--- src/rtl/wallace_final_adder.sv ---
// -----------------------------------------------------------------------------
// wallace_final_adder
//
// Final carry-propagate stage of the 32x32 Wallace multiplier. It resolves the
// redundant sum/carry pair left by the CSA tree into the WIDTH-bit product,
// adding one CHUNK-bit slice per cycle. The reservation-station tag travels
// with the operands.
//
// Parameters
//   WIDTH  product width (integer multiple of CHUNK)
//   CHUNK  bits resolved per cycle; N = WIDTH/CHUNK ADD cycles per operation
//   TAG_W  reservation-station tag width
//
// Ports
//   clk          rising-edge clock
//   rst_n        asynchronous active-low reset
//   flush        synchronous squash, drops any operation in flight
//   in_valid     sum/carry pair offered
//   in_ready     block can accept (high only in IDLE)
//   in_sum       CSA sum vector
//   in_carry     CSA carry vector (bit 0 not assumed zero)
//   in_tag       tag of the producing instruction
//   out_valid    product valid
//   out_ready    consumer accepts
//   out_product  in_sum + in_carry mod 2^WIDTH
//   out_tag      tag captured with the operands
//   busy         state != IDLE
//   out_ovf      (WALLACE_FA_OVF_EN only) carry out of the top chunk
//
// Build option
//   WALLACE_FA_OVF_EN  adds out_ovf; when undefined the top carry is dropped.
// -----------------------------------------------------------------------------
module wallace_final_adder #(
   parameter int unsigned WIDTH = 64,
   parameter int unsigned CHUNK = 16,
   parameter int unsigned TAG_W = 4
) (
   input  logic             clk,
   input  logic             rst_n,
   input  logic             flush,
   input  logic             in_valid,
   output logic             in_ready,
   input  logic [WIDTH-1:0] in_sum,
   input  logic [WIDTH-1:0] in_carry,
   input  logic [TAG_W-1:0] in_tag,
   output logic             out_valid,
   input  logic             out_ready,
   output logic [WIDTH-1:0] out_product,
   output logic [TAG_W-1:0] out_tag,
   output logic             busy
`ifdef WALLACE_FA_OVF_EN
   ,
   output logic             out_ovf
`endif
);

   localparam int unsigned N     = WIDTH / CHUNK;
   localparam int unsigned IDX_W = (N > 1) ? $clog2(N) : 1;

   localparam logic [IDX_W-1:0] LAST_IDX = IDX_W'(N - 1);

   localparam logic [1:0] S_IDLE = 2'd0;
   localparam logic [1:0] S_ADD  = 2'd1;
   localparam logic [1:0] S_DONE = 2'd2;

   // Reject configurations where the slices would not tile the product
   if ((WIDTH % CHUNK) != 0 || CHUNK == 0) begin : g_bad_cfg
      $error("wallace_final_adder: WIDTH must be a non-zero multiple of CHUNK");
   end

   // ---------------------------------------------------------------------------
   // Registers
   // ---------------------------------------------------------------------------
   logic [1:0]       r_state;
   logic [WIDTH-1:0] r_sum;
   logic [WIDTH-1:0] r_carry;
   logic [WIDTH-1:0] r_result;
   logic [TAG_W-1:0] r_tag;
   logic [IDX_W-1:0] r_idx;
   logic             r_c;
   logic             r_in_ready;
   logic             r_out_valid;
   logic             r_busy;
`ifdef WALLACE_FA_OVF_EN
   logic             r_ovf;
`endif

   // ---------------------------------------------------------------------------
   // Combinational signals
   // ---------------------------------------------------------------------------
   logic [1:0]       w_state_nxt;
   logic             w_accept;
   logic             w_add_step;
   logic             w_last;
   logic [CHUNK-1:0] w_chunk_res;
   logic             w_chunk_cout;

   // One slice add: the low chunk of the shifted operand registers plus the
   // carry from the previous slice.
   always_comb begin
      {w_chunk_cout, w_chunk_res} = {1'b0, r_sum[CHUNK-1:0]}
                                  + {1'b0, r_carry[CHUNK-1:0]}
                                  + (CHUNK+1)'(r_c);
   end

   // Next-state and handshake decode; flush overrides every transition
   always_comb begin
      w_state_nxt = r_state;
      w_accept    = 1'b0;
      w_add_step  = 1'b0;
      w_last      = 1'b0;

      case (r_state)
         S_IDLE: begin
            if (in_valid && r_in_ready) begin
               w_state_nxt = S_ADD;
               w_accept    = 1'b1;
            end
         end
         S_ADD: begin
            w_add_step = 1'b1;
            if (r_idx == LAST_IDX) begin
               w_last      = 1'b1;
               w_state_nxt = S_DONE;
            end
         end
         S_DONE: begin
            if (out_ready) begin
               w_state_nxt = S_IDLE;
            end
         end
         default: begin
            w_state_nxt = S_IDLE;
         end
      endcase

      if (flush) begin
         w_state_nxt = S_IDLE;
         w_accept    = 1'b0;
         w_add_step  = 1'b0;
         w_last      = 1'b0;
      end
   end

   // State register plus registered state decodes for the handshake outputs
   always_ff @(posedge clk or negedge rst_n) begin
      if (!rst_n) begin
         r_state     <= S_IDLE;
         r_in_ready  <= 1'b1;
         r_out_valid <= 1'b0;
         r_busy      <= 1'b0;
      end else begin
         r_state     <= w_state_nxt;
         r_in_ready  <= (w_state_nxt == S_IDLE);
         r_out_valid <= (w_state_nxt == S_DONE);
         r_busy      <= (w_state_nxt != S_IDLE);
      end
   end

   // Datapath. The operand registers shift right one chunk per ADD cycle so
   // the adder always reads bit 0 upward; each resolved chunk enters the top
   // of r_result, which is fully aligned after N cycles.
   always_ff @(posedge clk or negedge rst_n) begin
      if (!rst_n) begin
         r_sum    <= '0;
         r_carry  <= '0;
         r_result <= '0;
         r_tag    <= '0;
         r_idx    <= '0;
         r_c      <= 1'b0;
`ifdef WALLACE_FA_OVF_EN
         r_ovf    <= 1'b0;
`endif
      end else if (w_accept) begin
         r_sum   <= in_sum;
         r_carry <= in_carry;
         r_tag   <= in_tag;
         r_idx   <= '0;
         r_c     <= 1'b0;
      end else if (w_add_step) begin
         r_sum    <= r_sum >> CHUNK;
         r_carry  <= r_carry >> CHUNK;
         r_result <= (r_result >> CHUNK)
                   | (WIDTH'(w_chunk_res) << (WIDTH - CHUNK));
         r_c      <= w_chunk_cout;
         r_idx    <= r_idx + IDX_W'(1);
`ifdef WALLACE_FA_OVF_EN
         if (w_last) begin
            r_ovf <= w_chunk_cout;
         end
`endif
      end
   end

   // ---------------------------------------------------------------------------
   // Outputs (all driven straight from registers)
   // ---------------------------------------------------------------------------
   assign in_ready    = r_in_ready;
   assign out_valid   = r_out_valid;
   assign out_product = r_result;
   assign out_tag     = r_tag;
   assign busy        = r_busy;
`ifdef WALLACE_FA_OVF_EN
   assign out_ovf     = r_ovf;
`else
   // Top-chunk carry is deliberately discarded in this build
   logic w_unused;
   assign w_unused = w_last;
`endif

endmodule

--- config.mk ---
export PLATFORM = sky130hd
export DESIGN_NAME = wallace_final_adder
export DESIGN_NICKNAME = d
export VERILOG_FILES = /design/src/rtl/wallace_final_adder.sv
export SDC_FILE = /design/constraint.sdc
export NUM_CORES = 1
export LEC_CHECK = 0
export CORE_AREA = 2 2 133 135
export DETAILED_ROUTE_END_ITERATION = 10
export DIE_AREA = 0 0 135 137
export GPL_ROUTABILITY_DRIVEN = 1
export GPL_TIMING_DRIVEN = 0
export PLACE_DENSITY = 0.94
export SLEW_MARGIN = 5
export SYNTH_ARGS = -nofsm -noshare
export SYNTH_HDL_FRONTEND = slang
export SYNTH_SLANG_ARGS = --single-unit
--- constraint.sdc ---
create_clock -name clk -period 6.1 [get_ports clk]
set_input_delay 0.915 -clock clk [delete_from_list [all_inputs] [get_ports clk]]
set_output_delay 0.915 -clock clk [all_outputs]
set_load 0.03 [all_outputs]
# Word level (Yosys, flattened, before mapping)
# Index checks and enable logic that the tools add are counted.
# word_totals
regBits,204
latchBits,0
ramBits,0
rom_bits,0
in_bits,137
output_inout_bits,71
word_cells,43
n_memories,0
# classes
add_sub_neg,3
n_mul,0
div,0
n_lt_le_gt_ge,0
eq_ne,4
shifts,0
muxes,18
bitwise_logic,2
n_reduce_logical,6
# ops
cell,n
$mux 64,4
$or 48x64->64,1
$add 16x16->17,1
$add 17x1->17,1
$mux 2,6
$mux 1,7
$eq 2x2->1 const B,3
$pmux 2 s3,1
$logic_not 2->1,2
$reduce_bool 2->1,2
$add 2x1->2 const B,1
$eq 2x1->1 const B,1
$reduce_and 2->1,1
$logic_and 1x1->1,1
$not 1->1,1

# Longest topological paths before layout
# logic_depth
depth_word,6
ltp_mapped,8
mapped_depth_nobuf,8

# Worst setup path before layout
# Ideal clock, no wire load.
# synth_timing
path_type,register to register
from,register r_sum[0]
to,"register r_result[58], in the netlist out_product[58]"
setup_time_ns,0.069
arrival_time_ns,2.162
required_ns,6.031
slack_ns,3.869
path_stages_with_launch,9
path_buffers,0
period_less_slack_ns,2.231
cell_sequence,dfrtp_1 > fa_1 > inv_1 > fa_1 > and2b_1 > o2111ai_2 > a211oi_1 > or4_1 > nand3_1
# synth_via
elab_chain_len,3
# synth_lines
item,line,rtl
from (decl),75,logic [WIDTH-1:0] r_sum;
from (signal assigned),175,r_sum <= in_sum;
from (signal assigned),181,r_sum <= r_sum >> CHUNK;
$add 16x16->17,102,"+ {1'b0, r_carry[CHUNK-1:0]}"
$add 17x1->17,103,+ (CHUNK+1)'(r_c);
$or 48x64->64,184,| (WIDTH'(w_chunk_res) << (WIDTH - CHUNK));
to (signal assigned),183,r_result <= (r_result >> CHUNK)
to (decl),77,logic [WIDTH-1:0] r_result;
# No other way between the ends.
# A chain may end at the register's enable or synchronous reset.

# Worst setup path in the final report
# layout_timing
from,input port flush
to,register r_carry[1]
# layout_via
elab_chain_len,2
elab_cells_between_ends,4
classes_between,mux (3); reduce/logical (1)
# layout_lines
item,line,rtl
from (decl),40,"input logic flush,"
$mux 1,137,if (flush) begin
$mux 64 / $reduce_bool 2->1 (equally long branches),--,
to (signal assigned),176,r_carry <= in_carry;
to (signal assigned),182,r_carry <= r_carry >> CHUNK;
to (decl),76,logic [WIDTH-1:0] r_carry;
# Parallel ways exist; a longest one is shown, timed or not.

==> run_results.csv <==
group,metric,value,unit
run_status,outcome,"completed",
worst_setup_path,worst_setup_path_start_kind,"input pin",
floorplan,core-area,0.0171,mm²
synth,ys_seq_area_share,56.7,%
finish,nets,1370,
worst_setup_path,crit_path_cell_trace,"clkdlybuf4s50_1, nor4_1, buf_2, nor2_2, clkbuf_1, nand2_1, nand2_1",
synth,syn_avg_cell_area,9.15,µm²
synth,synth-main-ff-cell,"dfrtp_1",
clocking,postCtsSetupBuffers,0,
floorplan,die_y,137,µm
global_routing,grt_pass1_vias,8396,
worst_setup_path,end_kind,"register",
synth,synth_commonest_cells,"nand2_1 (438), dfrtp_1 (203), a22oi_1 (92)",
worst_setup_path,cp_max_fo,10,
place,dpl.hpwl,19.6,mm
synth,yosys.area.top_type,"dfrtp_1",
global_routing,grt_max_degree,106,
worst_setup_path,arrival,3040,ps
power_and_ir_drop,leakagePower,5.89,nW
routing,drtIter0Drc,762,
finish,antennaDiodeCount,0,
timing,fin_worst_skew,12.6,ps
worst_setup_path,crit_type,"in -> reg",
place,placedInstanceArea,0.0114,mm²
power_and_ir_drop,power_density,503,mW/mm²
clocking,htree_levels,1,
synth,synth-seq-cells,204,
synth,synth_fp_nets,1139,
place,place_congestion,0.932,
routing,vias,8398,
routing,viasPerCell,5.78,
timing,worst_pin_slew,749,ps
routing,wl_per_cell,18.6,µm
power_and_ir_drop,peakVddDrop,0.320,mV
routing,postRouteAntennaNets,0,
worst_setup_path,cp_slowest_cell,"clkdlybuf4s50_1",
worst_setup_path,critPathRequiredTime,6530,ps
clocking,cts_buffer_depth,3,
global_routing,overflow,0,
synth,syn_inst,984,
routing,drc,0,
clocking,postCtsResizedCells,0,
worst_setup_path,rr_startpoint,"r_sum[0]",
clocking,cts-buffers-inserted,21,
clocking,clkSinkCount,204,
floorplan,start_util,52.8,%
floorplan,die_width,135,µm
finish,areaGrowthSynthToFinish,33.9,%
timing,setup_violations,0,
timing,fin_crit_sh,42.7,%
routing,dr.pass1.iters,5,
timing,rsz0062_at_grt,"no",
clocking,clock_latency,500,ps
hold_path,hp-class,"in -> async",
job,maxCapViolCount,0,
routing,drt-total-wl,27.1,mm
floorplan,fp.dieArea,0.0185,mm²
synth,synth_most_common_cell,"nand2_1",
global_routing,antenna_found_initial,0,
synth,yosysWarnings,0,
timing,finalHoldViolations,0,
worst_setup_path,crit_family,"buffers and inverters",
synth,async_reset_ff_share,100,%
synth,synthesis.area,0.00900,mm²
worst_setup_path,cp_slowest_stage_delay,580,ps
synth,yosysTopAreaCellShare,56.4,%
clocking,cts_tree,"done",
synth,synthTopCellsByArea,"dfrtp_1 (56%), nand2_1 (18%), a22oi_1 (7.7%)",
worst_setup_path,path_common_cell,"nand2_1",
timing,slew_headroom,50.1,%
clocking,holdBufCountCts,0,
floorplan,ios,208,
timing,finalCriticalPeriod,2610,ps
synth,yosysUniqueCellTypes,51,
worst_setup_path,startpoint,"flush",
timing,whs,441,ps
timing,slew_viol_final,0,
floorplan,fp-row-count,48,
finish,postLayoutCellArea,0.0121,mm²
global_routing,grt.total_usage,29.8,%
finish,drive_above_1_share,4.96,%
timing,fmax,0.384,GHz
clocking,clk_pin_slew,60,ps
place,io_buffer_count,207,
synth,synth_edf_count,0,
worst_setup_path,crit_buf_inv,3,
global_routing,grt_pass1_wl,43.0,mm
clocking,cts_root_buffer,"clkbuf_16",
## flip-flops by register name (all words and copies together), names as in the netlist, 2 cells and up
register and flops:
r_state 2, r_idx 2, out_tag 4, r_carry 64, out_product 64, r_sum 64
## per-layer routing
| metal | part of all wire [%] | global-route usage, % |
|---|---|---|
| met5 | 0 | 0 |
| met2 | 49 | 52.4 |
| met1 | 37 | 35.6 |
| met3 | 9.3 | 6.81 |
| met4 | 4.2 | 11.8 |
## path summary, 6_finish.rpt
path | slack [ps] | cells after the start | end
setup / recovery | 3490 | 7 | r_carry[1]
hold / removal | 440 | 1 | out_product[1]
setup reg to reg | 3560 | 8 | out_product[60]
hold reg to reg | 480 | 2 | out_product[3]
max in group asynchronous | 4690 | 2 | r_sum[63]
min in group clk | 480 | 2 | out_product[3]
## layout make-up
cell class,instances,area (µm²)
fillers,1146,5000
multi-input cells,712,3580
well taps,225,282
plain buffers,61,287
repair buffers,208,2100
clock inverters,6,41.3
inverters,7,26.3
flip-flops and latches,204,5110
clock buffers,31,623
## per-stage QoR
step	setup TNS, ps	total power, mW	instances	setup WS (ps)	utilization, %
floorplan	0	3.79	984	3870	-
global placement	-808140	4.68	1416	-3990	66.6
detailed placement	0	4.78	1417	3070	66.8
CTS	0	6.05	1454	3490	70.7
global route	0	6.41	1454	3390	70.7
finish	0	6.07	1454	3490	70.7
## kinds of logic after synthesis
group                      after synthesis  share of synthesized area (%)
and+or+nand+nor                        523                           23.4
DFF                                    204                           56.7
AOI/OAI and AO/OA                      163                           12.9
buffers and inverters                   68                           3.48
adders and majority gates               18                           2.67
xor gates and xnor gates                 5                          0.487
muxes                                    3                          0.348
## cells in the final DEF, fill, tap and decap left out, drive strengths merged, types with 3 or more instances in the layout
| cell type | Yosys | final |
|---|---|---|
| nand3 | 39 | 39 |
| o2111ai | 5 | 5 |
| nor3 | 5 | 5 |
| nor2 | 18 | 18 |
| a21o | 4 | 4 |
| o21ai | 17 | 17 |
| nand2 | 438 | 438 |
| clkinv | 0 | 4 |
| o31ai | 4 | 4 |
| ha | 16 | 16 |
| inv | 7 | 9 |
| a21oi | 20 | 20 |
| dfrtp | 203 | 203 |
| a31oi | 7 | 7 |
| xor2 | 3 | 3 |
| and3 | 4 | 4 |
| clkbuf | 34 | 65 |
| clkdlybuf4s50 | 0 | 206 |
| a22oi | 92 | 92 |
| or4 | 3 | 3 |
| nand4 | 4 | 4 |
| buf | 27 | 29 |
## where the power goes
part           switching [mW]  total (mW)  internal, mW
logic                    1.48        2.46         0.974
clock network           0.524        1.23         0.710
registers               0.434        2.37          1.94
total                    2.44        6.07          3.62
No activity file was read; power rests on OpenSTA's default activity.
